`src/rtl/ttt_pkg.sv`:
```
// Shared types and constants for the tic-tac-toe turn controller and its helpers.
package ttt_pkg;

    typedef enum logic [1:0] {
        CELL_EMPTY = 2'b00,
        CELL_P1    = 2'b01,
        CELL_P2    = 2'b10
    } cell_t;

    typedef enum logic [1:0] {
        WIN_NONE = 2'b00,
        WIN_P1   = 2'b01,
        WIN_P2   = 2'b10,
        WIN_DRAW = 2'b11
    } winner_t;

    typedef enum logic [1:0] {
        P1_TURN,
        P2_TURN,
        CHECK,
        DONE
    } state_t;

    localparam int NUM_LINES = 8;

    // Rows, then columns, then the two diagonals, as row-major cell indices.
    localparam int WIN_LINES [NUM_LINES][3] = '{
        '{0, 1, 2}, '{3, 4, 5}, '{6, 7, 8},
        '{0, 3, 6}, '{1, 4, 7}, '{2, 5, 8},
        '{0, 4, 8}, '{2, 4, 6}
    };

endpackage

```
`src/rtl/ttt_line_check.sv`:
```
// Combinational detector: reports whether the given mark fills any complete line.
module ttt_line_check
    import ttt_pkg::*;
(
    input  logic [17:0] board,
    input  cell_t       mark,
    output logic        owns
);

    // An empty mark never owns a line, so the block is safe to reuse with any mark.
    always_comb begin
        owns = 1'b0;
        for (int l = 0; l < NUM_LINES; l++) begin
            if (mark != CELL_EMPTY &&
                board[2*WIN_LINES[l][0] +: 2] == mark &&
                board[2*WIN_LINES[l][1] +: 2] == mark &&
                board[2*WIN_LINES[l][2] +: 2] == mark) begin
                owns = 1'b1;
            end
        end
    end

endmodule

```
`src/rtl/ttt_turn_ctrl.sv`:
```
// Turn sequencer and move arbiter: validates placements on the shared board,
// writes the mover's mark, then scores the board and hands the turn over.
module ttt_turn_ctrl
    import ttt_pkg::*;
#(
    parameter int CELLS = 9
) (
    input  logic                 clk,
    input  logic                 rst_n,
    input  logic                 place,
    input  logic [3:0]           cursor,
    input  logic                 new_game,
    output logic [2*CELLS-1:0]   board,
    output logic                 player1,
    output logic                 player2,
    output logic [1:0]           winner,
    output logic                 game_over,
    output logic                 invalid
);

    state_t             state, state_next;
    cell_t              mover, mover_next;
    cell_t              mark;
    winner_t            winner_r, winner_next;
    logic [2*CELLS-1:0] board_next;
    logic               invalid_next;
    logic               place_q;
    logic               place_edge;
    logic               cursor_ok;
    logic               target_empty;
    logic               board_full;
    logic               p1_line;
    logic               p2_line;
    logic               mover_won;

    ttt_line_check u_check_p1 (
        .board (board),
        .mark  (CELL_P1),
        .owns  (p1_line)
    );

    ttt_line_check u_check_p2 (
        .board (board),
        .mark  (CELL_P2),
        .owns  (p2_line)
    );

    always_comb begin
        place_edge   = place & ~place_q;
        cursor_ok    = (cursor <= 4'd8);
        mark         = (state == P2_TURN) ? CELL_P2 : CELL_P1;
        mover_won    = (mover == CELL_P1) ? p1_line : p2_line;
        target_empty = 1'b0;
        board_full   = 1'b1;
        for (int i = 0; i < CELLS; i++) begin
            if (board[2*i +: 2] == CELL_EMPTY) begin
                board_full = 1'b0;
                if (cursor == 4'(i)) begin
                    target_empty = 1'b1;
                end
            end
        end
    end

    always_comb begin
        state_next   = state;
        board_next   = board;
        mover_next   = mover;
        winner_next  = winner_r;
        invalid_next = 1'b0;

        if (new_game) begin
            state_next  = P1_TURN;
            board_next  = '0;
            mover_next  = CELL_P1;
            winner_next = WIN_NONE;
        end else begin
            unique case (state)
                P1_TURN, P2_TURN: begin
                    if (place_edge) begin
                        if (cursor_ok && target_empty) begin
                            for (int i = 0; i < CELLS; i++) begin
                                if (cursor == 4'(i)) begin
                                    board_next[2*i +: 2] = mark;
                                end
                            end
                            mover_next = mark;
                            state_next = CHECK;
                        end else begin
                            invalid_next = 1'b1;
                        end
                    end
                end
                // Placement edges arriving here are intentionally dropped.
                CHECK: begin
                    if (mover_won) begin
                        winner_next = (mover == CELL_P1) ? WIN_P1 : WIN_P2;
                        state_next  = DONE;
                    end else if (board_full) begin
                        winner_next = WIN_DRAW;
                        state_next  = DONE;
                    end else begin
                        state_next = (mover == CELL_P1) ? P2_TURN : P1_TURN;
                    end
                end
                DONE: begin
                    state_next = DONE;
                end
                default: begin
                    state_next = P1_TURN;
                end
            endcase
        end
    end

    // place_q starts high so a place level held across reset or new_game
    // must drop before it can count as a fresh request.
    always_ff @(posedge clk or negedge rst_n) begin
        if (!rst_n) begin
            state     <= P1_TURN;
            board     <= '0;
            mover     <= CELL_P1;
            winner_r  <= WIN_NONE;
            place_q   <= 1'b1;
            player1   <= 1'b1;
            player2   <= 1'b0;
            game_over <= 1'b0;
            invalid   <= 1'b0;
        end else begin
            state     <= state_next;
            board     <= board_next;
            mover     <= mover_next;
            winner_r  <= winner_next;
            place_q   <= new_game ? 1'b1 : place;
            player1   <= (state_next == P1_TURN);
            player2   <= (state_next == P2_TURN);
            game_over <= (state_next == DONE);
            invalid   <= invalid_next;
        end
    end

    assign winner = winner_r;

endmodule

```
`config.mk`:
```
export PLATFORM = sky130hd
export DESIGN_NAME = ttt_turn_ctrl
export DESIGN_NICKNAME = d
export VERILOG_FILES = /design/src/rtl/ttt_pkg.sv /design/src/rtl/ttt_line_check.sv /design/src/rtl/ttt_turn_ctrl.sv
export SDC_FILE = /design/constraint.sdc
export NUM_CORES = 1
export LEC_CHECK = 0
export ABC_AREA = 1
export CORE_MARGIN = 2
export CORE_UTILIZATION = 50
export CTS_CLUSTER_SIZE = 25
export DETAILED_ROUTE_END_ITERATION = 12
export MAX_ROUTING_LAYER = met4
export PLACE_DENSITY = 0.77
export SLEW_MARGIN = 20
export SYNTH_ARGS = -nofsm -noshare
export SYNTH_HDL_FRONTEND = slang
export SYNTH_SLANG_ARGS = --single-unit
```
`constraint.sdc`:
```
create_clock -name clk -period 2.1 [get_ports clk]
set_clock_uncertainty 0.05 [all_clocks]
set_input_delay 0.42 -clock clk [delete_from_list [all_inputs] [get_ports clk]]
set_output_delay 0.42 -clock clk [all_outputs]
set_load 0.05 [all_outputs]
```
[Word-level counts from Yosys, hierarchy flattened]
Cells that the tools add are included.
Word-level totals
  flip-flop bits (word level): 29
  bits in latches: 0
  bits in writable memories: 0
  bits in read-only memories: 0
  bits of input ports: 8
  output and inout bits: 24
  memories kept: 0
Cells by class
  add/sub/neg operators: 0
  $mul: 0
  divide/modulo/power cells: 0
  magnitude comparators: 1
  eq/ne operators: 32
  shifts and indexed selects: 0
  multiplexer cells: 79
  bitwise gates (word level): 2
  reductions and logical operators: 71
Operators by type and width (number)
  $mux 18: 4
  $mux 1: 50
  $mux 2: 24
  $reduce_and 4->1: 9
  $logic_and 1x1->1: 33
  $reduce_bool 2->1: 13
  $eq 2x1->1 const B: 12
  $eq 2x2->1 const B: 12
  $logic_not 2->1: 11
  $eq 4x3->1 const B: 4
  $eq 4x2->1 const B: 2
  $pmux 2 s3: 1
  $eq 4x1->1 const B: 1
  $eq 4x4->1 const B: 1
  $le 4x4->1 const B: 1
  $logic_not 4->1: 1
  $reduce_and 3->1: 1
  $reduce_bool 3->1: 1
  $reduce_and 2->1: 1
  $reduce_or 2->1: 1
  $and 1x1->1: 1
  $not 1->1: 1

[Logic depth before layout (Yosys ltp)]
  word-level depth: 25
  mapped depth: 13
  depth with buffers taken out: 13

[Cells and area by module]
Synthesis repeated with hierarchy kept, for this count alone.
Second synthesis, totals
  cells, all modules: 419
  area, all modules: 2517.4 sq um
By module, submodules not included
  ttt_turn_ctrl: times used 1, cells an instance 231, area each 1641.6 sq um
  ttt_line_check: times used 2, cells an instance 94, area each 437.9 sq um

[Worst setup path before layout]
OpenSTA, ideal clock, no wires.
  kind: register to register
  start: register board[6]
  end: register mover[1]
  setup time: 0.119 ns
  arrival time: 1.575 ns
  setup slack: 0.356 ns
  cell stages (with the launch flop): 10
  clock period less this slack: 1.744 ns
  path through: dfrtp_1 -> nor2_1 -> nand3_1 -> nand3_1 -> nor2_1 -> nand2_2 -> nand3_2 -> nand2_4 -> buf_12 -> o21a_1
Between the ends
  cells in the longest elaborated chain, start to end: 15
Ends and longest elaborated chain
  from (decl): line ttt_turn_ctrl.sv:13  | output logic [2*CELLS-1:0] board,
  from (signal assigned): line ttt_turn_ctrl.sv:131  | board <= board_next;
  $logic_not 2->1 *: line ttt_turn_ctrl.sv:56  | if (board[2*i +: 2] == CELL_EMPTY) begin
  $mux 1 *: line ttt_turn_ctrl.sv:56
  $mux 1: line ttt_turn_ctrl.sv:58  | if (cursor == 4'(i)) begin
  $mux 1 *: line ttt_turn_ctrl.sv:56
  $mux 1: line ttt_turn_ctrl.sv:58
  $mux 1 *: line ttt_turn_ctrl.sv:56
  $mux 1: line ttt_turn_ctrl.sv:58
  $mux 1 *: line ttt_turn_ctrl.sv:56
  $mux 1: line ttt_turn_ctrl.sv:58
  $mux 1 *: line ttt_turn_ctrl.sv:56
  $mux 1: line ttt_turn_ctrl.sv:58
  $mux 1 *: line ttt_turn_ctrl.sv:56
  $logic_and 1x1->1 *: line ttt_turn_ctrl.sv:81  | if (cursor_ok && target_empty) begin
  $reduce_bool 2->1 (no line) *
  $reduce_and 3->1 (no line) *
  to (signal assigned): line ttt_turn_ctrl.sv:132  | mover <= mover_next;
  to (decl): line ttt_turn_ctrl.sv:22  | cell_t mover, mover_next;
Mark *: on every way between the ends. The rest lies on a longest branch, timed or not.
A chain may end at the register's enable or synchronous reset.

[Final worst setup path]
  start: register board[7]
  end: output port board[7]
No word-level cell between the ends.

==> results.md <==
- Outcome: finished clean
- Clk slew on worst S/H paths: 0.10 ns
- Mux cell area share after synthesis: 0%
- Leak: roughly 0.0013 uW
- Ports: 32
- CP arrival: 1.59 ns
- Max VDD drop: 0.497 mV
- Peak Freq: 485 MHz
- Post-Route WL: around 4500 um
- Worst Setup Start Kind: register
- FILL cells: between 300 and 400
- Register area share after synthesis: 41.2%
- Post-Synth Simple-Gate Area: 42.5%
- FF-to-FF setup slack: 0.38 ns
- Diode count: 0
- Unrepaired setup endpoints after global routing: false
- Critical Path Fanout Max: 5
- Worst-margin pin slew: 0.854 ns
- Initial core utilization: 52.6%
- Drt pass-1 iters: 4
- First-pass GRT wire length: 7750 um
- R2R depth: 11
- Seq cells post-synth: 29
- Critical Path End Type: output pin
- Post-DP HPWL: 3440 um
- Final #Nets: 314
- DRC viols: 0
- H-tree level count: 2
- Power density over the cells: ~670 mW/mm^2
- Die area: a little over 0.004 mm^2
- Critical Path RT: between 1.5 and 2 ns
- Initial antenna violation count: 0
- EDFF count, synth: 0
- Asr flop ratio synth: 100%
- Main combinational cell family by area after synthesis: simple AND/OR/NAND/NOR gates
- Syn_area_per_cell: 6.92 um^2
- Slowest CP cell: clkdlybuf4s50_1
- MaxCap Viol Count: 0
- IO buf count: 31
- Crit. path cell count: 1
- Compound-Gate Fraction of Synth Area: 7.28%
- Synth warnings: 0
- Syn-to-layout area delta: 30.1%
- CP startpoint: board[7]$_DFFE_PN0P_
- Setup Fix Bufs, Post-CTS: 0
- Ys flop type: dfrtp_1
- WL/cell: roughly 13 um
- Largest net degree at the start of global routing: 30
- Die Y: 63.5 um
- Max Slew Vio Count: 0
- Vias per cell: around 5
- Clk root buf: clkbuf_4
- CP max stage delay: 0.83 ns
- Post-DRT Antenna Nets: 0
- Post-Layout Cell Count: about 350
- Syn_nets: 264
- Largest delay share family, worst path: buffers and inverters
- Core box area: about 0.0034 mm^2
- Gate Count Post-Synth: roughly 260
- CTS Buf Count: 5
- R2R Path End: board[11]$_DFFE_PN0P_
- Final setup TNS: 0 ns
- Total GRT Usage: between 20% and 30%
- Mapped Area: 0.00177 mm^2
- Initial DRC count: 96
- Most common cell after layout, fill and taps aside: nand2_1
- Synth Area in Adders: 0%
- GR Overflow Total: 0
- Most frequent cells in the layout: 82 x nand2_1, 43 x nor2_1, 33 x inv_1
- Hold WC Path Type: in -> async
- Vias in the first global route: 1722
- Final Hold Viols: 0
- Endpoints failing setup: 0
- Worst-Skew Late Latency: approximately 0.34 ns
- Rows: 21
- Crit-path cells: clkdlybuf4s50_1
- Clk buf depth: 2
- Cts hold-fix bufs: 0
- Share of layout cells above drive strength 1: 13.0%
- Post-Synth XOR/XNOR Area: 0%
- # placed instances: ~350
- Synth cell types: 21
- CTS Sinks: 29
- CTS tree: done
- Crit path to: board[7]
- GP Congestion: 0.929
- Crit share post-route: a little over nine tenths
- CP Class: reg -> out
- RR Startpoint: board[13]$_DFFE_PN0P_
- Rel. slew slack: 42.7%
- Die width: 63.5 um
- Via Count: 1761
- Buf/Inv on CP: 1
- Min Tclk post-route: a little over 2 ns
==> layout make-up <==
class / count / area [um^2] / share of cell area, %
sequential: 29 / 729 / 31.7
clock inverter: 2 / 10.0 / 0.435
timing repair buffer: 45 / 455 / 19.8
tap: 46 / 57.6 / 2.50
multi-input combinational: 191 / 882 / 38.3
inverter: 34 / 128 / 5.54
clock buffer: 6 / 41.3 / 1.79
==> timing repair <==
| item | in CTS | in global routing |
|---|---|---|
| resized for setup | 6 | 10 |
| hold endpoints to repair | 0 | 0 |
| pin swaps | 0 | 0 |
| setup endpoints to repair | 6 | 10 |
==> metal layers <==
| layer | vias up | global-route usage, % | part of all wire, % |
|---|---|---|---|
| met5 | - | - | 0 |
| met4 | 0 | 11.1 | 2.1 |
| met3 | 10 | 5.00 | 6.0 |
| met2 | 59 | 40.8 | 46 |
| met1 | 790 | 33.3 | 45 |
| li1 | 902 | - | - |
==> sequential cells by signal, indices dropped and copies added (netlist names) <==
register   flops
board         18
mover          2
state          2
winner         2
game_over      1
invalid        1
place_q        1
player1        1
player2        1
==> power breakdown <==
group | leakage, uW | switching (uW) | internal [uW]
clock | 0.0000320 | 207 | 127
combinational | 0.000914 | 360 | 173
sequential | 0.000375 | 55.1 | 609
total | 0.00132 | 623 | 910
==> how the worst min path moves through the flow <==
stage | endpoint | slack, ns | cells after the start
floorplan | board[0]$_DFFE_PN0P_ | 0.07 | 0
global placement | winner[1]$_DFFE_PN0P_ | 0.41 | 2
CTS | board[9]$_DFFE_PN0P_ | 0.43 | 2
global route | board[13]$_DFFE_PN0P_ | 0.44 | 2
finish | board[13]$_DFFE_PN0P_ | 0.41 | 2
detailed placement | winner[1]$_DFFE_PN0P_ | 0.42 | 2
==> cell families after synthesis <==
| kind of cell | count (synthesis) |
|---|---|
| AND/OR/NAND/NOR | 166 |
| AO/OA/AOI/OAI | 25 |
| buffers and inverters | 36 |
| flip-flops | 29 |
==> stage by stage <==
step	setup slack, ns	instance area (um^2)	hold slack (ns)	total power, uW	utilization (%)
2_1_floorplan	0.356	1770	0.0744	1020	-
3_3_place_gp	-0.132	2230	0.411	1210	66.4
3_5_place_dp	-0.155	2230	0.416	1220	66.4
4_1_cts	0.000681	2280	0.426	1540	67.7
5_1_grt	0.00212	2300	0.439	1620	68.5
6_report	0.0391	2300	0.413	1530	68.5
==> synth_stat cells (3+ instances only) <==
cell type	n	share of area, %
a21oi_1	3	0.85
nor2_1	43	9.1
o21ai_0	5	1.4
nand4_1	6	2.1
dfstp_2	3	4.5
dfrtp_1	26	37
nand2_4	8	5.1
inv_1	33	7.0
nand3_1	19	5.4
nand2_1	82	17
o21ai_1	15	4.2
Power figures use the tool's default switching activity.
